[config.mk]
export PLATFORM = sky130hd
export DESIGN_NAME = pwm_bus_slave_flat
export DESIGN_NICKNAME = d
export VERILOG_FILES = /design/src/rtl/pwm_bus_slave_if.sv /design/src/rtl/pwm_bus_slave.sv /design/src/flat_wrapper.sv
export SDC_FILE = /design/constraint.sdc
export NUM_CORES = 1
export LEC_CHECK = 0
export CAP_MARGIN = 25
export CORE_MARGIN = 10
export CORE_UTILIZATION = 36
export CTS_CLUSTER_DIAMETER = 150
export DETAILED_ROUTE_END_ITERATION = 10
export DONT_BUFFER_PORTS = 1
export GPL_ROUTABILITY_DRIVEN = 0
export HOLD_SLACK_MARGIN = 0.08
export PLACE_DENSITY = 0.6
export SETUP_SLACK_MARGIN = 0.05
export SLEW_MARGIN = 20
export SYNTH_ARGS = -nofsm -noshare
export SYNTH_HDL_FRONTEND = slang
export SYNTH_SLANG_ARGS = --single-unit
[constraint.sdc]
create_clock -name clk_i -period 6.25 [get_ports clk_i]
set_clock_uncertainty 0.1 [all_clocks]
set_input_delay 1.5625 -clock clk_i [delete_from_list [all_inputs] [get_ports clk_i]]
set_output_delay 1.5625 -clock clk_i [all_outputs]
set_load 0.01 [all_outputs]
[src/rtl/pwm_bus_slave_if.sv]
// Data-bus request/grant/rvalid channel between the address decoder slot and
// one peripheral.
interface pwm_bus_slave_if;
  logic        req;
  logic        we;
  logic [3:0]  be;
  logic [31:0] addr;
  logic [31:0] wdata;
  logic        gnt;
  logic        rvalid;
  logic [31:0] rdata;
  logic        err;

  modport master (
    output req, we, be, addr, wdata,
    input  gnt, rvalid, rdata, err
  );

  modport slave (
    input  req, we, be, addr, wdata,
    output gnt, rvalid, rdata, err
  );
endinterface

[src/rtl/pwm_bus_slave.sv]
// Bus-mapped register bank plus a shared-period, two-channel PWM generator
// for the chassis motors.
module pwm_bus_slave #(
  parameter int unsigned CNT_W  = 16,
  parameter int unsigned OFFS_W = 5
) (
  input  logic           clk_i,
  input  logic           rst_ni,
  pwm_bus_slave_if.slave bus,
  output logic           pwm0_o,
  output logic           pwm1_o,
  output logic           irq_o
);

  localparam int unsigned IdxW = OFFS_W - 2;
  typedef logic [IdxW-1:0]  idx_t;
  typedef logic [CNT_W-1:0] cnt_t;

  localparam idx_t IdxCtrl   = idx_t'(0);
  localparam idx_t IdxPeriod = idx_t'(1);
  localparam idx_t IdxDuty0  = idx_t'(2);
  localparam idx_t IdxDuty1  = idx_t'(3);
  localparam idx_t IdxCnt    = idx_t'(4);
  localparam idx_t IdxStatus = idx_t'(5);

  logic [3:0]  ctrl_q, ctrl_d;
  cnt_t        period_q, period_d, duty0_q, duty0_d, duty1_q, duty1_d;
  cnt_t        period_act_q, period_act_d;
  cnt_t        duty0_act_q, duty0_act_d, duty1_act_q, duty1_act_d;
  cnt_t        cnt_q, cnt_d;
  logic        wrap_q, wrap_d;
  logic        pwm0_q, pwm0_d, pwm1_q, pwm1_d;
  logic        rvalid_q, rvalid_d, err_q, err_d;
  logic [31:0] rdata_q, rdata_d;

  idx_t idx;
  logic wr;
  logic en;
  logic wrap_evt;
  logic unused_addr;

  assign idx         = bus.addr[OFFS_W-1:2];
  assign wr          = bus.req & bus.we;
  assign en          = ctrl_q[0];
  assign wrap_evt    = en && (cnt_q == period_act_q);
  assign unused_addr = ^{bus.addr[31:OFFS_W], bus.addr[1:0]};

  function automatic logic [31:0] merge_be(logic [31:0] old, logic [31:0] wd, logic [3:0] be);
    for (int b = 0; b < 4; b++) begin
      merge_be[8*b +: 8] = be[b] ? wd[8*b +: 8] : old[8*b +: 8];
    end
  endfunction

  always_comb begin : reg_write
    ctrl_d   = ctrl_q;
    period_d = period_q;
    duty0_d  = duty0_q;
    duty1_d  = duty1_q;
    wrap_d   = wrap_q;
    if (wr) begin
      case (idx)
        IdxCtrl:   if (bus.be[0]) ctrl_d = bus.wdata[3:0];
        IdxPeriod: period_d = cnt_t'(merge_be(32'(period_q), bus.wdata, bus.be));
        IdxDuty0:  duty0_d  = cnt_t'(merge_be(32'(duty0_q), bus.wdata, bus.be));
        IdxDuty1:  duty1_d  = cnt_t'(merge_be(32'(duty1_q), bus.wdata, bus.be));
        IdxStatus: if (bus.be[0] && bus.wdata[0]) wrap_d = 1'b0;
        default:   ;
      endcase
    end
    // A wrap in the same cycle as a clear keeps WRAP set.
    if (wrap_evt) wrap_d = 1'b1;
  end

  always_comb begin : counter
    cnt_d        = cnt_q + cnt_t'(1);
    period_act_d = period_act_q;
    duty0_act_d  = duty0_act_q;
    duty1_act_d  = duty1_act_q;
    // Looking at ctrl_d lets a disabling write zero the count on the very next cycle.
    if (!en || !ctrl_d[0] || wrap_evt) cnt_d = '0;
    // Actives sample the shadows as they stood before any write in this cycle.
    if (!en || wrap_evt) begin
      period_act_d = period_q;
      duty0_act_d  = duty0_q;
      duty1_act_d  = duty1_q;
    end
    pwm0_d = en & ctrl_q[1] & (cnt_q < duty0_act_q);
    pwm1_d = en & ctrl_q[2] & (cnt_q < duty1_act_q);
  end

  always_comb begin : response
    rvalid_d = bus.req;
    rdata_d  = '0;
    err_d    = 1'b0;
    if (bus.req) begin
      case (idx)
        IdxCtrl:   rdata_d = 32'(ctrl_q);
        IdxPeriod: rdata_d = 32'(period_q);
        IdxDuty0:  rdata_d = 32'(duty0_q);
        IdxDuty1:  rdata_d = 32'(duty1_q);
        IdxCnt: begin
          rdata_d = 32'(cnt_q);
          err_d   = bus.we;
        end
        IdxStatus: rdata_d = 32'(wrap_q);
        default:   err_d = 1'b1;
      endcase
      if (bus.we) rdata_d = '0;
    end
  end

  always_ff @(posedge clk_i or negedge rst_ni) begin
    if (!rst_ni) begin
      ctrl_q       <= '0;
      period_q     <= '0;
      duty0_q      <= '0;
      duty1_q      <= '0;
      period_act_q <= '0;
      duty0_act_q  <= '0;
      duty1_act_q  <= '0;
      cnt_q        <= '0;
      wrap_q       <= 1'b0;
      pwm0_q       <= 1'b0;
      pwm1_q       <= 1'b0;
      rvalid_q     <= 1'b0;
      rdata_q      <= '0;
      err_q        <= 1'b0;
    end else begin
      ctrl_q       <= ctrl_d;
      period_q     <= period_d;
      duty0_q      <= duty0_d;
      duty1_q      <= duty1_d;
      period_act_q <= period_act_d;
      duty0_act_q  <= duty0_act_d;
      duty1_act_q  <= duty1_act_d;
      cnt_q        <= cnt_d;
      wrap_q       <= wrap_d;
      pwm0_q       <= pwm0_d;
      pwm1_q       <= pwm1_d;
      rvalid_q     <= rvalid_d;
      rdata_q      <= rdata_d;
      err_q        <= err_d;
    end
  end

  assign bus.gnt    = bus.req;
  assign bus.rvalid = rvalid_q;
  assign bus.rdata  = rdata_q;
  assign bus.err    = err_q;
  assign pwm0_o     = pwm0_q;
  assign pwm1_o     = pwm1_q;
  assign irq_o      = wrap_q & ctrl_q[3];

endmodule

[src/flat_wrapper.sv]
// flat-port wrapper written by rule: the top's interface ports become plain ports
module pwm_bus_slave_flat 
#(
  parameter int unsigned CNT_W  = 16,
  parameter int unsigned OFFS_W = 5
)
  (clk_i, rst_ni, pwm0_o, pwm1_o, irq_o, bus_req, bus_we, bus_be, bus_addr, bus_wdata, bus_gnt, bus_rvalid, bus_rdata, bus_err);
  pwm_bus_slave_if bus_i ();
  input  logic clk_i;
  input  logic rst_ni;
  output logic pwm0_o;
  output logic pwm1_o;
  output logic irq_o;
  input wire logic [$bits(bus_i.req)-1:0] bus_req;
  input wire logic [$bits(bus_i.we)-1:0] bus_we;
  input wire logic [$bits(bus_i.be)-1:0] bus_be;
  input wire logic [$bits(bus_i.addr)-1:0] bus_addr;
  input wire logic [$bits(bus_i.wdata)-1:0] bus_wdata;
  output wire logic [$bits(bus_i.gnt)-1:0] bus_gnt;
  output wire logic [$bits(bus_i.rvalid)-1:0] bus_rvalid;
  output wire logic [$bits(bus_i.rdata)-1:0] bus_rdata;
  output wire logic [$bits(bus_i.err)-1:0] bus_err;
  assign bus_i.req = bus_req;
  assign bus_i.we = bus_we;
  assign bus_i.be = bus_be;
  assign bus_i.addr = bus_addr;
  assign bus_i.wdata = bus_wdata;
  assign bus_gnt = bus_i.gnt;
  assign bus_rvalid = bus_i.rvalid;
  assign bus_rdata = bus_i.rdata;
  assign bus_err = bus_i.err;
  pwm_bus_slave #(.CNT_W(CNT_W), .OFFS_W(OFFS_W)) u_core (.clk_i(clk_i), .rst_ni(rst_ni), .bus(bus_i), .pwm0_o(pwm0_o), .pwm1_o(pwm1_o), .irq_o(irq_o));
endmodule
# Yosys cells after proc, flatten, opt, wreduce, memory -nomap -nowiden

Cells that the tools add are included.

$lt $le $gt $ge: 2
Eq/ne operators: 6
$add $sub $neg: 1
Bitwise operators: 6
Reductions and logical operators: 20
Multiplexer cells: 13

Operators by type and width:

| kind                                                                  | number |
|---|---|
| 16-bit one-hot mux with 6 select lines                                | 1 |
| 16-bit < comparator                                                   | 2 |
| 16-bit two-way mux                                                    | 2 |
| 32-bit two-way mux                                                    | 1 |
| 3-bit AND reduction                                                   | 8 |
| 16-bit by 1-bit adder with 16-bit output, second input constant       | 1 |
| 16-bit equality test                                                  | 1 |
| 1-bit two-way mux                                                     | 8 |
| 1-bit bitwise AND                                                     | 6 |
| 3-bit by 2-bit equality test with 1-bit output, second input constant | 2 |
| 3-bit equality test, second input constant                            | 2 |
| 2-bit nonzero test                                                    | 3 |
| 5-bit OR reduction                                                    | 1 |
| 3-bit by 1-bit equality test with 1-bit output, second input constant | 1 |
| 3-bit logical NOT                                                     | 1 |
| 1-bit logical OR                                                      | 3 |
| 1-bit logical AND                                                     | 2 |
| 1-bit logical NOT                                                     | 2 |
| 1-bit one-hot mux with 2 select lines                                 | 1 |

Output and inout bits: 38
Bits in registers: 153
Input port bits: 72

# Longest topological paths before layout

Depth after elaboration: 7
Gate-level depth with buffers: 8
Gate-level depth less buffers: 7

# Worst setup path after synthesis

OpenSTA, ideal clock, no wires.

Path kind: in2out
Start: in bus_req
End: out bus_gnt
Arrival time: 1682 ps
Path slack: 2906 ps
Stages: 1
Data required time: 4587 ps
Cell sequence: buf_4

RTL lines:

| item            | RTL line           | source |
|---|---|---|
| start, declared | flat_wrapper.sv:14 | `input wire logic [$bits(bus_i.req)-1:0] bus_req;` |
| end, declared   | flat_wrapper.sv:19 | `output wire logic [$bits(bus_i.gnt)-1:0] bus_gnt;` |

No word-level cell between the ends.

# Final worst setup path

Start: in bus_req
End: out bus_gnt

No word-level cell between the ends.

==> flow_summary.toml <==
[timing]
hold_slack_ps = 391
relSlewSlack_pct = 29.2
finalSetupTns_ps = 0
tightest_slew_ps = 1060
finalWorstPathRequiredPeriod_ps = 3230
slew_viol_final = 0
rsz0062_at_grt = "no"
period_share_pct = 51.6
hold_viol_final = 0
setup_viol = 0
fmax_mhz = 310

[finish]
area_growth_pct = 11.2
fin_area_sq_um = 7330
drive_gt1_share_pct = 25.4
layout_commonest_cell = "dfrtp_1"
diodes = 0
final_cell_mix = "dfrtp_1, mux2_2, inv_1, nor2_1, ha_1"
nets = 646

[setup_path]
cp-start-kind = "input port"
cp-end-kind = "output pin"
crit_required_ps = 4590
crit_arrival_ps = 1560
worstPathMaxFanout = 6
path_class = "in -> out"

[detailed_routing]
routedWlPerCell_um = 19.5
wirelength_um = 15300
drtAntennaViolNets = 0
vias_per_cell = 5.25
drt_iter0_markers = 331
drt_pass1_iterations = 4
vias = 4118
drc = 0

[logic_synthesis]
ys_seq_area_share_pct = 52.0
yosys_warnings = 0
synth.distinct_cells = 46
synthesis.area_sq_um = 6590
netlist.area_leader.share_pct = 52.0
syn-instance-count = 543
synth-seq-cells = 137
synth.area.top_cells = "dfrtp_1, mux2_2, ha_1"
synth_largest_area_cell = "dfrtp_1"
avgSynthCellArea_sq_um = 12.1

[placement]
dpl_cell_area_sq_um = 6730
port_buffers = 0
hpwl_um = 10400

[cts]
path_clk_slew_ps = 60
root_buffer = "clkbuf_16"
cts_sinks = 137
ctsResizeCount = 0
cts_max_level = 4
insertion_delay_ps = 420
cts_tree = "built"
clock_path_buffers = 2
cts_hold_repair.buffers = 0
cts_setup_buffers = 0
cts_buffers = 17

[die]
die_x_um = 155
ios = 110
fp.dieH_um = 155
rows = 49
coreArea_sq_um = 18000
dieArea_sq_um = 24100
start_util_pct = 36.7

[global_route]
gr-usage-all-layers_pct = 13.1
overflow = 0
antenna_found_initial = 0
grt_pass1_vias = 4316
grt_pass1_wl_um = 24600
grt_max_degree = 138

[power]
p_per_area_nw_per_um2 = 353
cellLeakagePower_nw = 3.39
peakVddDrop_mv = 0.221

[status]
status = "finished clean"

[worst_hold_path]
hold_path_class = "reg -> reg"

[run]
drv_cap = 0
-- path summary, 6_finish.rpt --
kind                                               end  slack (ps)  cells past startpoint                    from
worst max register to register   u_core.duty1_act_q[5]        3500                      5         u_core.cnt_q[5]
max in group asynchronous         u_core.bus.rdata[12]        5130                      0                  rst_ni
min in group asynchronous          u_core.bus.rdata[0]         730                      0                  rst_ni
worst max-delay path                           bus_gnt        3020                      0                 bus_req
worst min-delay path            u_core.duty1_act_q[13]         390                      1  u_core.duty1_act_q[13]
worst min register to register  u_core.duty1_act_q[13]         390                      1  u_core.duty1_act_q[13]
-- Yosys cell counts, drive strengths merged --
cell type / count
a211o: 1
a211oi: 3
a21o: 4
a21oi: 22
a221oi: 2
a22oi: 29
a31oi: 2
a41oi: 1
and2: 3
and3: 6
and4: 1
buf: 29
clkbuf: 6
conb: 1
dfrtp: 137
ha: 31
inv: 34
mux2: 102
mux2i: 1
nand2: 17
nand2b: 2
nand3: 8
nand3b: 2
nand4: 6
nand4b: 2
nor2: 35
nor2b: 2
nor3: 3
nor4: 5
o2111ai: 1
o21a: 1
o21ai: 9
o31ai: 1
o41ai: 1
or2: 1
or3: 1
or4: 1
xnor2: 7
xor2: 23
-- per-stage QoR --
step,power [mW],worst slack [ps],util (%),std cells
4_1_cts,2.61,3020,40.8,785
5_1_grt,2.72,3020,40.8,785
3_3_place_gp,1.58,2980,37.4,753
2_1_floorplan,1.49,2910,-,558
3_5_place_dp,1.60,2960,37.5,753
6_report,2.59,3020,40.8,785
-- cells by family (layout without fill, tap and decap cells) --
kind of cell	count (synthesis)	count (layout)	synth area share, %
compound gates	77	77	7.67
xor+xnor	30	30	3.99
fa+ha+maj	31	31	5.89
buf+inv	69	67	5.43
flops	137	137	52.0
mux	103	103	17.6
other cells	1	16	0.0569
simple gates	95	95	7.31
-- routing by layer --
layer	wire [um]	track usage, %
met1	6880	17.3
met2	7250	20.1
met3	1040	3.53
met4	151	5.04
met5	0	0
-- power by group --
| part | internal, mW | switching (mW) |
|---|---|---|
| combinational | 0.220 | 0.186 |
| sequential | 1.05 | 0.118 |
| clock | 0.630 | 0.380 |
| total | 1.90 | 0.685 |
-- state kept, by name (all words and copies together), names as in the netlist --
name	cells
u_core.bus.rvalid	1
u_core.pwm1_o	1
u_core.bus.err	1
u_core.period_act_q	16
u_core.duty1_act_q	16
u_core.duty0_act_q	16
u_core.pwm0_o	1
u_core.bus.rdata	16
u_core.ctrl_q	4
u_core.period_q	16
u_core.duty1_q	16
u_core.duty0_q	16
u_core.cnt_q	16
u_core.wrap_q	1
-- final cells by class --
cell class                 count  area, sq um
fill                        1720        10600
sequential                   137         3430
clock buffer                  22          484
multi-input combinational    352         2880
inverter                      34          128
tap                          229          287
timing repair buffer           1         7.51
clock inverter                10          116
No activity file was read; power rests on OpenSTA's default activity.
